File: src/rtl/vga_pattern_sequencer.sv
// vga_pattern_sequencer
//   Frame-synchronous test-pattern scheduler. Sits between hvsync_generator
//   and the video encoder. It picks one of four test patterns and renders the
//   selected pattern's pixel colour. The pattern advances automatically every
//   FRAMES_PER_PATTERN frames. A host can also request a pattern through a
//   valid/ready port. A pattern change is applied only at a frame boundary
//   (rising edge of vsync_in), so a frame is never torn.
//
//   Build option:
//     VGA_SEQ_GRAY_RAMP_EN  defined     : pattern 2 is a gray ramp, g = counter_x[9:2]
//                           not defined : pattern 2 is solid 808080
//
// Ports:
//   clk, resetn             pixel clock, async active-low reset
//   counter_x, counter_y    beam position (11 bits each)
//   hsync_in, vsync_in      raw syncs, active-high
//   de_in                   display-area flag
//   auto_en                 level, 1 = automatic pattern cycling
//   cmd_valid, cmd_pattern  pattern request
//   cmd_ready               request can be accepted
//   pixel                   registered {R,G,B}
//   hsync_out, vsync_out    syncs delayed 1 cycle
//   pVDE                    de_in delayed 1 cycle
//   cur_pattern             pattern index currently rendered
//
// State    | meaning
// ---------+-------------------------------------------------------------
// S_AUTO   | cycling; advance every FRAMES_PER_PATTERN frame boundaries
// S_HOLD   | auto_en low; pattern and frame count frozen
// S_PEND   | host request latched; waiting for a frame boundary to apply it

module vga_pattern_sequencer #(
  parameter int H_ACTIVE           = 1280,
  parameter int V_ACTIVE           = 720,
  parameter int FRAMES_PER_PATTERN = 60
) (
  input  logic        clk,
  input  logic        resetn,
  input  logic [10:0] counter_x,
  input  logic [10:0] counter_y,
  input  logic        hsync_in,
  input  logic        vsync_in,
  input  logic        de_in,
  input  logic        auto_en,
  input  logic        cmd_valid,
  input  logic [1:0]  cmd_pattern,
  output logic        cmd_ready,
  output logic [23:0] pixel,
  output logic        hsync_out,
  output logic        vsync_out,
  output logic        pVDE,
  output logic [1:0]  cur_pattern
);

  localparam logic [10:0] X_LAST  = 11'(H_ACTIVE - 1);
  localparam logic [10:0] Y_LAST  = 11'(V_ACTIVE - 1);
  localparam logic [7:0]  FC_LAST = 8'(FRAMES_PER_PATTERN - 1);

  typedef enum logic [1:0] {
    S_AUTO = 2'd0,
    S_HOLD = 2'd1,
    S_PEND = 2'd2
  } state_t;

  state_t      state;
  logic        vsync_d;
  logic [7:0]  frame_cnt;
  logic [1:0]  pend_pat;
  logic        fb;
  logic        accept;
  logic [23:0] pix_next;

  assign fb        = vsync_in & ~vsync_d;
  // cmd_ready depends only on state. Reset forces S_AUTO, so it reads 1
  // during reset. Requests are still ignored while reset is held.
  assign cmd_ready = (state != S_PEND);
  assign accept    = cmd_valid & cmd_ready;
  // vsync_d is the registered copy of vsync_in, so it is the delayed sync.
  assign vsync_out = vsync_d;

  always_ff @(posedge clk or negedge resetn) begin
    if (!resetn) begin
      state       <= S_AUTO;
      frame_cnt   <= 8'd0;
      pend_pat    <= 2'd0;
      cur_pattern <= 2'd0;
    end else begin
      case (state)
        S_AUTO: begin
          // An accept beats both the auto-advance and an auto_en drop.
          if (accept) begin
            pend_pat <= cmd_pattern;
            state    <= S_PEND;
          end else begin
            if (fb) begin
              if (frame_cnt == FC_LAST) begin
                frame_cnt   <= 8'd0;
                cur_pattern <= cur_pattern + 2'd1;
              end else begin
                frame_cnt <= frame_cnt + 8'd1;
              end
            end
            if (!auto_en)
              state <= S_HOLD;
          end
        end
        S_HOLD: begin
          if (accept) begin
            pend_pat <= cmd_pattern;
            state    <= S_PEND;
          end else if (auto_en) begin
            frame_cnt <= 8'd0;
            state     <= S_AUTO;
          end
        end
        S_PEND: begin
          if (fb) begin
            cur_pattern <= pend_pat;
            frame_cnt   <= 8'd0;
            state       <= auto_en ? S_AUTO : S_HOLD;
          end
        end
        default: state <= S_AUTO;
      endcase
    end
  end

  always_comb begin
    pix_next = 24'h000000;
    if (de_in) begin
      case (cur_pattern)
        2'd0: begin
          if (counter_x < 11'd427)      pix_next = 24'h0000ff;
          else if (counter_x < 11'd853) pix_next = 24'h00ff00;
          else                          pix_next = 24'hff0000;
        end
        2'd1: pix_next = (counter_x[6] ^ counter_y[6]) ? 24'hffffff : 24'h000000;
        2'd2: begin
`ifdef VGA_SEQ_GRAY_RAMP_EN
          pix_next = {3{counter_x[9:2]}};
`else
          pix_next = 24'h808080;
`endif
        end
        default: begin
          if (counter_x == 11'd0 || counter_x == X_LAST ||
              counter_y == 11'd0 || counter_y == Y_LAST)
            pix_next = 24'hffffff;
        end
      endcase
    end
  end

  // Single register stage on pixel and syncs keeps them mutually aligned.
  always_ff @(posedge clk or negedge resetn) begin
    if (!resetn) begin
      pixel     <= 24'h000000;
      hsync_out <= 1'b0;
      vsync_d   <= 1'b0;
      pVDE      <= 1'b0;
    end else begin
      pixel     <= pix_next;
      hsync_out <= hsync_in;
      vsync_d   <= vsync_in;
      pVDE      <= de_in;
    end
  end

endmodule

File: config.mk
export PLATFORM = sky130hd
export DESIGN_NAME = vga_pattern_sequencer
export DESIGN_NICKNAME = d
export VERILOG_FILES = /design/src/rtl/vga_pattern_sequencer.sv
export SDC_FILE = /design/constraint.sdc
export NUM_CORES = 1
export LEC_CHECK = 0
export ABC_AREA = 1
export CAP_MARGIN = 20
export CORE_AREA = 10 10 70 72
export CTS_BUF_LIST = sky130_fd_sc_hd__clkbuf_8
export CTS_CLUSTER_SIZE = 30
export DETAILED_ROUTE_END_ITERATION = 7
export DIE_AREA = 0 0 80 82
export MAX_ROUTING_LAYER = met4
export PLACE_DENSITY = 0.9
export SYNTH_ARGS = -nofsm -noshare
export SYNTH_HDL_FRONTEND = slang
export SYNTH_SLANG_ARGS = --single-unit
File: constraint.sdc
create_clock -name clk -period 5 [get_ports clk]
set_clock_uncertainty 0.1 [all_clocks]
set_input_delay 0.5 -clock clk [delete_from_list [all_inputs] [get_ports clk]]
set_output_delay 0.5 -clock clk [all_outputs]
set_load 0.02 [all_outputs]
; After elaboration in Yosys (flattened, before gate mapping)
; Index checks and enable logic that the tools add are counted.
[word_totals]
reg_bits = 41
latch_bits = 0
mem_bits_rw = 0
romBits = 0
inputBits = 31
word_cells = 71
mem_count = 0
[op_classes]
n_addsub = 2
mul = 0
n_div = 0
magnitude_cmp = 2
n_eq_ne = 16
shifts = 0
muxes = 25
n_bitwise = 4
reduce_logical = 14
[ops]
columns = cell, n
row1 = $mux 24, 5
row2 = $pmux 24 s3, 1
row3 = $mux 8, 6
row4 = $pmux 8 s3, 1
row5 = $logic_not 11->1, 2
row6 = $mux 2, 9
row7 = $ne 2x2->1 const B, 7
row8 = $eq 11x10->1 const B, 1
row9 = $eq 11x11->1 const B, 1
row10 = $lt 11x10->1 const B, 1
row11 = $lt 11x9->1 const B, 1
row12 = $add 8x1->8 const B, 1
row13 = $eq 8x6->1 const B, 1
row14 = $ne 3x3->1 const B, 2
row15 = $pmux 2 s3, 1
row16 = $reduce_and 6->1, 1
row17 = $reduce_and 5->1, 1
row18 = $eq 2x1->1 const B, 2
row19 = $eq 2x2->1 const B, 2
row20 = $logic_not 2->1, 2
row21 = $pmux 2 s2, 1
row22 = $logic_or 1x1->1, 3
row23 = $reduce_and 3->1, 1
row24 = $reduce_bool 3->1, 1
row25 = 8 further kinds, 9

; Logic depth before layout (Yosys ltp)
; Gate-level depths: netlist of the first run.
[logic_depth]
word_depth = 7
depth_mapped = 10
depth_no_buf = 10

; Worst setup path after synthesis of the first run
; No wires, ideal clock.
[synth_path]
kind = register -> register
from = reg state[0]
to = reg frame_cnt[0]
setup_ps = 119
t_arrival_ps = 1377
setup_slack_ps = 3405
stages_incl_launch_ff = 9
n_path_buf = 1
period_less_slack_ps = 1595
path_cell_list = dfrtp_1 inv_1 ha_1 nor2_2 o21ai_2 nand3_2 nor2_4 buf_6 o21a_1
[synth_via]
elab_chain_cells = 4
word_cells_on_any_way = 13
classes_between = eq/ne (8) / mux (1) / bitwise (1) / reduce/logical (3)
[synth_lines]
columns = item, line
row1 = from (decl), 65  ; state_t state;
row2 = from (signal assigned), 120  ; state <= auto_en ? S_AUTO : S_HOLD;
row3 = $ne 2x2->1, 76  ; assign cmd_ready = (state != S_PEND);
row4 = $and 1x1->1, 77  ; assign accept = cmd_valid & cmd_ready;
row5 = $ne 2x2->1 (no line), -
row6 = $reduce_and 6->1 (no line), -
row7 = to (signal assigned), 100  ; frame_cnt <= frame_cnt + 8'd1;
row8 = to (decl), 67  ; logic [7:0] frame_cnt;
; Several ways; a longest one is shown, not always the timed one.
; A chain may end at the register's enable or synchronous reset.

; Final worst setup path of the first run
[layout_path]
from = reg state[0]
to = out cmd_ready
[layout_via]
elab_chain_cells = 1
[layout_lines]
columns = item, line
row1 = $ne 2x2->1, 76
row2 = to (decl), 47  ; output logic cmd_ready,
; No other way between the ends.

==> flow_summary.yaml, run 1 <==
run_status:
  outcome: "finished clean"
detailed_routing:
  wl_per_cell_um: 11.42
  drt-total-wl_mm: 4.066
  vias: 1720
  dr.pass1.iters: 4
  drcViolationCount: 0
  avgViaCountPerCell: 4.831
  antenna_left: 0
  drt-initial-drc-count: 68
finish:
  stdcell_area_um2: 2330
  insertedDiodeCount: 0
  drive_above_1_share: 0.03247
  area_growth_pct: 32.34
  final_net_count: 350
sta:
  worst_pin_slew_ns: 0.4885
  post-route-period-util: 0.4814
  finalSetupViolations: 0
  rsz0062_at_grt: "false"
  relSlewSlack: 0.6733
  setup_ws_ns: 2.593
  fmax_mhz: 415.5
  finalMaxSlewViolations: 0
  finalHoldViolCount: 0
  min_period_ns: 2.407
  finalSetupTns_ns: 0
logic_synthesis:
  synth_commonest_cells: "nand2_1, inv_1, nor2_1"
  synth-xor-area-share: 0.009950
  synth-simple-area-share: 0.3376
  synth_top_area_share: 0.3269
  syn-num-nets: 304
  netlist_top_cells_area: "dfrtp_1, nand2_1, inv_1"
  synth_top_cell_by_area: "dfrtp_1"
  yosysUniqueCellTypes: 22
  synth_top_family_by_area: "simple AND/OR/NAND/NOR gates"
  syn-instance-count: 263
  synth_most_common_cell: "nand2_1"
  synth-edff-count: 0
  synthAdderAreaFrac: 0.07107
  synth_compound_area_frac: 0.06397
  ys.flop_type: "dfrtp_1"
  synth_area_per_cell_um2: 6.694
  yosys_warnings: 0
  muxShareOfSynthArea: 0.01279
  async_flop_share: 1.000
  seq_area_frac_synth: 0.3269
  ys_ff_latch: 23
  netlist_area_um2: 1760
clock_network:
  clkTransAtPathRegs_ns: 0.08
  cts_buffer_depth: 2
  cts_tree: "done"
  htreeDepth: 1
  cts_buffers: 3
  clock-sinks: 23
  clk_latency_ns: 0.26
  cts-root-buf: "clkbuf_8"
  cts_hold_buf: 0
  post_cts.repair.setup_buffers: 0
  cts_resized: 0
grt:
  overflow: 0
  grt_usage: 0.1267
  grt_pass1_vias: 1576
  grt_max_degree: 24
  antenna_found_initial: 0
  grt_pass1_wl_mm: 6.713
floorplan:
  rows: 22
  io_pins: 61
  die_x_um: 80
  start_util: 0.4920
  die_h_um: 82
  core_um2: 3578
  die_area_um2: 6560
setup_path:
  cp-start-kind: "register"
  cp_data_arrival_time_ns: 1.81
  crit_required_ns: 4.40
  rrSetupSlack_ns: 3.12
  cp-end-kind: "primary output"
  crit_fanout: 7
  path_class: "register to primary output"
power_and_ir_drop:
  irDropWorstVdd_mv: 0.2772
  p_leak_nw: 1.164
  power_density_nw_per_um2: 432.4
  p_total_mw: 1.007
place:
  preCtsSetupSlack_ns: 2.898
  dpl.hpwl_mm: 3.408
  port_buffers: 60
  gp_congestion: 0.8984
  placed_cell_area_um2: 2270
run:
  drv_cap: 0
worst_hold_path:
  min_path_type: "register to register"
[state kept, by name, indices dropped and copies added (netlist names)]
name / count
cur_pattern: 2
frame_cnt: 8
pVDE: 1
pend_pat: 2
pixel: 6
hsync_out: 1
state: 2
vsync_out: 1
[final timing paths]
check,start,to,depth (start not counted)
worst max register to register,state[0],frame_cnt[2],8
max in group asynchronous,resetn,frame_cnt[7],2
worst min register to register,pend_pat[1],pend_pat[1],1
worst max-delay path,state[0],cmd_ready,4
min in group asynchronous,resetn,frame_cnt[6],1
worst min-delay path,pend_pat[1],pend_pat[1],1
[power by group]
part	switching (mW)	internal (mW)
sequential	0.0505	0.241
clock	0.0549	0.0547
combinational	0.339	0.267
total	0.444	0.563
[critical path, cell delays in order (launching register included)]
cell	delay (ns)
dfrtp_1	0.42
inv_1	0.09
ha_1	0.29
inv_1	0.13
clkdlybuf4s50_1	0.62
[layout make-up]
class	instances	area, um^2
multi-input combinational	177	872.1
clock inverter	1	3.754
inverter	43	161.4
fill	306	1249
tap	48	60.06
sequential	23	575.6
timing repair buffer	61	615.6
clock buffer	3	41.29
[cell families after synthesis]
family | Yosys count
AND/OR/NAND/NOR | 143
buffers and inverters | 63
flip-flops | 23
AO/OA/AOI/OAI | 20
adder cells (fa/ha/maj) | 10
XOR/XNOR | 2
multiplexers | 2
[layer usage]
metal | wire (um) | global-route usage | part of all wire | up-vias
met5 | 0 | - | 0 | -
met4 | 46 | 0.03169 | 0.011 | 0
met3 | 346 | 0.04148 | 0.085 | 6
met2 | 1919 | 0.2119 | 0.47 | 59
met1 | 1754 | 0.1431 | 0.43 | 773
li1 | - | - | - | 882
[placed cells by master, fill, tap and decap left out, types with 3 or more instances in the layout]
cell	n
nor2_1	42
nand3_1	15
o21ai_0	11
ha_1	10
nand4_1	6
inv_1	44
clkbuf_8	3
dfrtp_1	23
nor3_1	4
a21oi_1	5
nand2_1	72
clkdlybuf4s50_1	60
[through the flow]
stage | hold WS [ns] | util | cells
6_report | 0.4171 | 0.6510 | 356
5_1_grt | 0.4575 | 0.6510 | 356
4_1_cts | 0.4208 | 0.6469 | 355
3_5_place_dp | 0.4010 | 0.6343 | 351
3_3_place_gp | 0.3891 | 0.6343 | 351
2_1_floorplan | 0.1044 | - | 263
Note: power is estimated with default switching activity, not from simulation.
==> run 2, diff against run 1 <==
- CORE_AREA: 10 10 70 72 -> 10 10 76 78
- DIE_AREA: 0 0 80 82 -> 0 0 86 88
- PLACE_DENSITY: 0.9 -> 0.8
- clock period: 5 -> 2.2 ns (I/O delays scaled with it)
==> run 2 against run 1 <==
Utilization is 11 points lower. Clock power is 130% higher. Register-to-register slack worse by 2.8 ns. Power is 130% higher. Hold slack worse by 0.21 ns. Count of clock-buffer cells in the layout stayed put. Global-route usage is 1.2 points lower. Non-clock buffer count stayed put. Flip-flop and latch count stayed put. Via count is 0.52% lower. Combinational power is 130% higher. Critical path type is now register to register. Highest routed layer unchanged.
==> flow_summary.yaml, run 2 (same netlist as run 1, synthesis figures left out) <==
setup_path:
  rrSetupSlack_ns: 0.33
  crit_family: "simple AND/OR/NAND/NOR gates"
  r2r-end: "frame_cnt[0]"
  crit_fanout: 14
  path_class: "register to register"
  cp-start-kind: "register"
  cp_data_arrival_time_ns: 1.93
  slowest_stage: "dfrtp_1"
  cp-end-kind: "register"
  crit_required_ns: 2.26
  r2r-start: "state[0]"
  crit_path_cell_trace: "inv_1 -> ha_1 -> nor2_2 -> o21ai_2 -> nand3_2 -> nor2_4 -> o21ai_0 -> o21a_1"
  worst-path-buf-inv: 1
  path_depth: 8
  critPathMaxStageDelay_ns: 0.43
  r2r_cells: 8
floorplan:
  rows: 24
  start_util: 0.4100
  die_x_um: 86
  die_area_um2: 7568
  io_pins: 61
  core_um2: 4294
  die_h_um: 88
detailed_routing:
  vias: 1711
  wl_per_cell_um: 11.50
  drt-initial-drc-count: 140
  antenna_left: 0
  drt-total-wl_mm: 4.140
  drcViolationCount: 0
  dr.pass1.iters: 4
  avgViaCountPerCell: 4.753
clock_network:
  cts_resized: 0
  cts_buffer_depth: 2
  cts-root-buf: "clkbuf_8"
  cts_hold_buf: 0
  clock-sinks: 23
  post_cts.repair.setup_buffers: 0
  clkTransAtPathRegs_ns: 0.08
  htreeDepth: 1
  cts_buffers: 3
  clk_latency_ns: 0.26
  cts_tree: "done"
finish:
  final_common_cell: "nand2_1"
  top_register: "frame_cnt"
  area_growth_pct: 32.34
  reg.largest.list: "frame_cnt (8), pixel (6)"
  ff_latch_area_um2: 575.6
  multi_input_area_um2: 872.1
  stdcell_area_um2: 2330
  drive_above_1_share: 0.03247
  nFillCells: 417
  insertedDiodeCount: 0
  largest_register_ffs: 8
  final_cell_mix: "nand2_1, clkdlybuf4s50_1, inv_1"
  final_net_count: 350
grt:
  grt_pass1_vias: 1706
  grt_pass1_wl_mm: 7.238
  antenna_found_initial: 0
  grt_usage: 0.1149
  grt_max_degree: 24
  overflow: 0
sta:
  fmax_mhz: 534.1
  finalSetupTns_ns: 0
  finalMaxSlewViolations: 0
  finalHoldViolCount: 0
  post-route-period-util: 0.8511
  finalSetupViolations: 0
  hold_slack_ns: 0.2099
  relSlewSlack: 0.7997
  rsz0062_at_grt: "false"
  worst_pin_slew_ns: 0.3005
  min_period_ns: 1.872
power_and_ir_drop:
  p_seq_frac: 0.289
  p_total_mw: 2.290
  power_density_nw_per_um2: 983.1
  pwr-share-clk: 0.110
  switching_power_mw: 1.013
  p_int_mw: 1.277
  p_leak_nw: 1.165
  combPwrFrac: 0.601
  irDropWorstVdd_mv: 0.7222
  swShare: 0.4423
place:
  gp_congestion: 0.9185
  placed_cell_area_um2: 2282
  dpl.hpwl_mm: 3.459
  port_buffers: 60
run_status:
  outcome: "finished clean"
run:
  drv_cap: 0
worst_hold_path:
  min_path_type: "primary input to asynchronous set/reset pin"
==> run 2: worst register-to-register path: cells and delay by family, from the launching register on <==
family | cells | cell delay, ns
AOI/OAI and AO/OA | 3 | 0.38
adders and majority gates | 1 | 0.29
buffers and inverters | 1 | 0.10
DFF | 1 | 0.43
and+or+nand+nor | 3 | 0.47
==> run 2: through the flow <==
step	instances	util	setup WS [ns]
after global routing	360	0.5425	0.1439
after floorplan	263	-	0.6047
final	360	0.5425	0.3277
after detailed placement	356	0.5315	0.3622
after CTS	360	0.5420	0.06196
after global placement	356	0.5315	0.4044
==> run 2: worst max-delay path by stage <==
stage / from / endpoint
global route: state[0] / frame_cnt[5]
detailed placement: state[0] / frame_cnt[0]
finish: state[0] / frame_cnt[0]
floorplan: state[0] / frame_cnt[0]
CTS: state[0] / cmd_ready
global placement: state[0] / cmd_ready
==> run 2: cell type report <==
type                       instances  share of cell area
inverter                          43             0.06928
multi-input combinational        177              0.3743
clock inverter                     1            0.001611
clock buffer                       3             0.01772
sequential                        23              0.2470
timing repair buffer              61              0.2621
tap                               52             0.02793
==> run 2: metal layers <==
layer	track usage	share of wire	routed length, um
met3	0.05014	0.11	459
met4	0.02695	0.0092	38
met5	-	0	0
met1	0.1206	0.42	1746
met2	0.1947	0.46	1896
==> run 2: power groups by stage <==
stage | Combinational [mW] | Clock, mW | Sequential [mW]
after global routing | 1.53 | 0.280 | 0.684
after CTS | 1.39 | 0.264 | 0.666
after detailed placement | 1.39 | 0 | 0.674
after global placement | 1.37 | 0 | 0.666
after floorplan | 0.916 | 0 | 0.734
final | 1.38 | 0.251 | 0.661
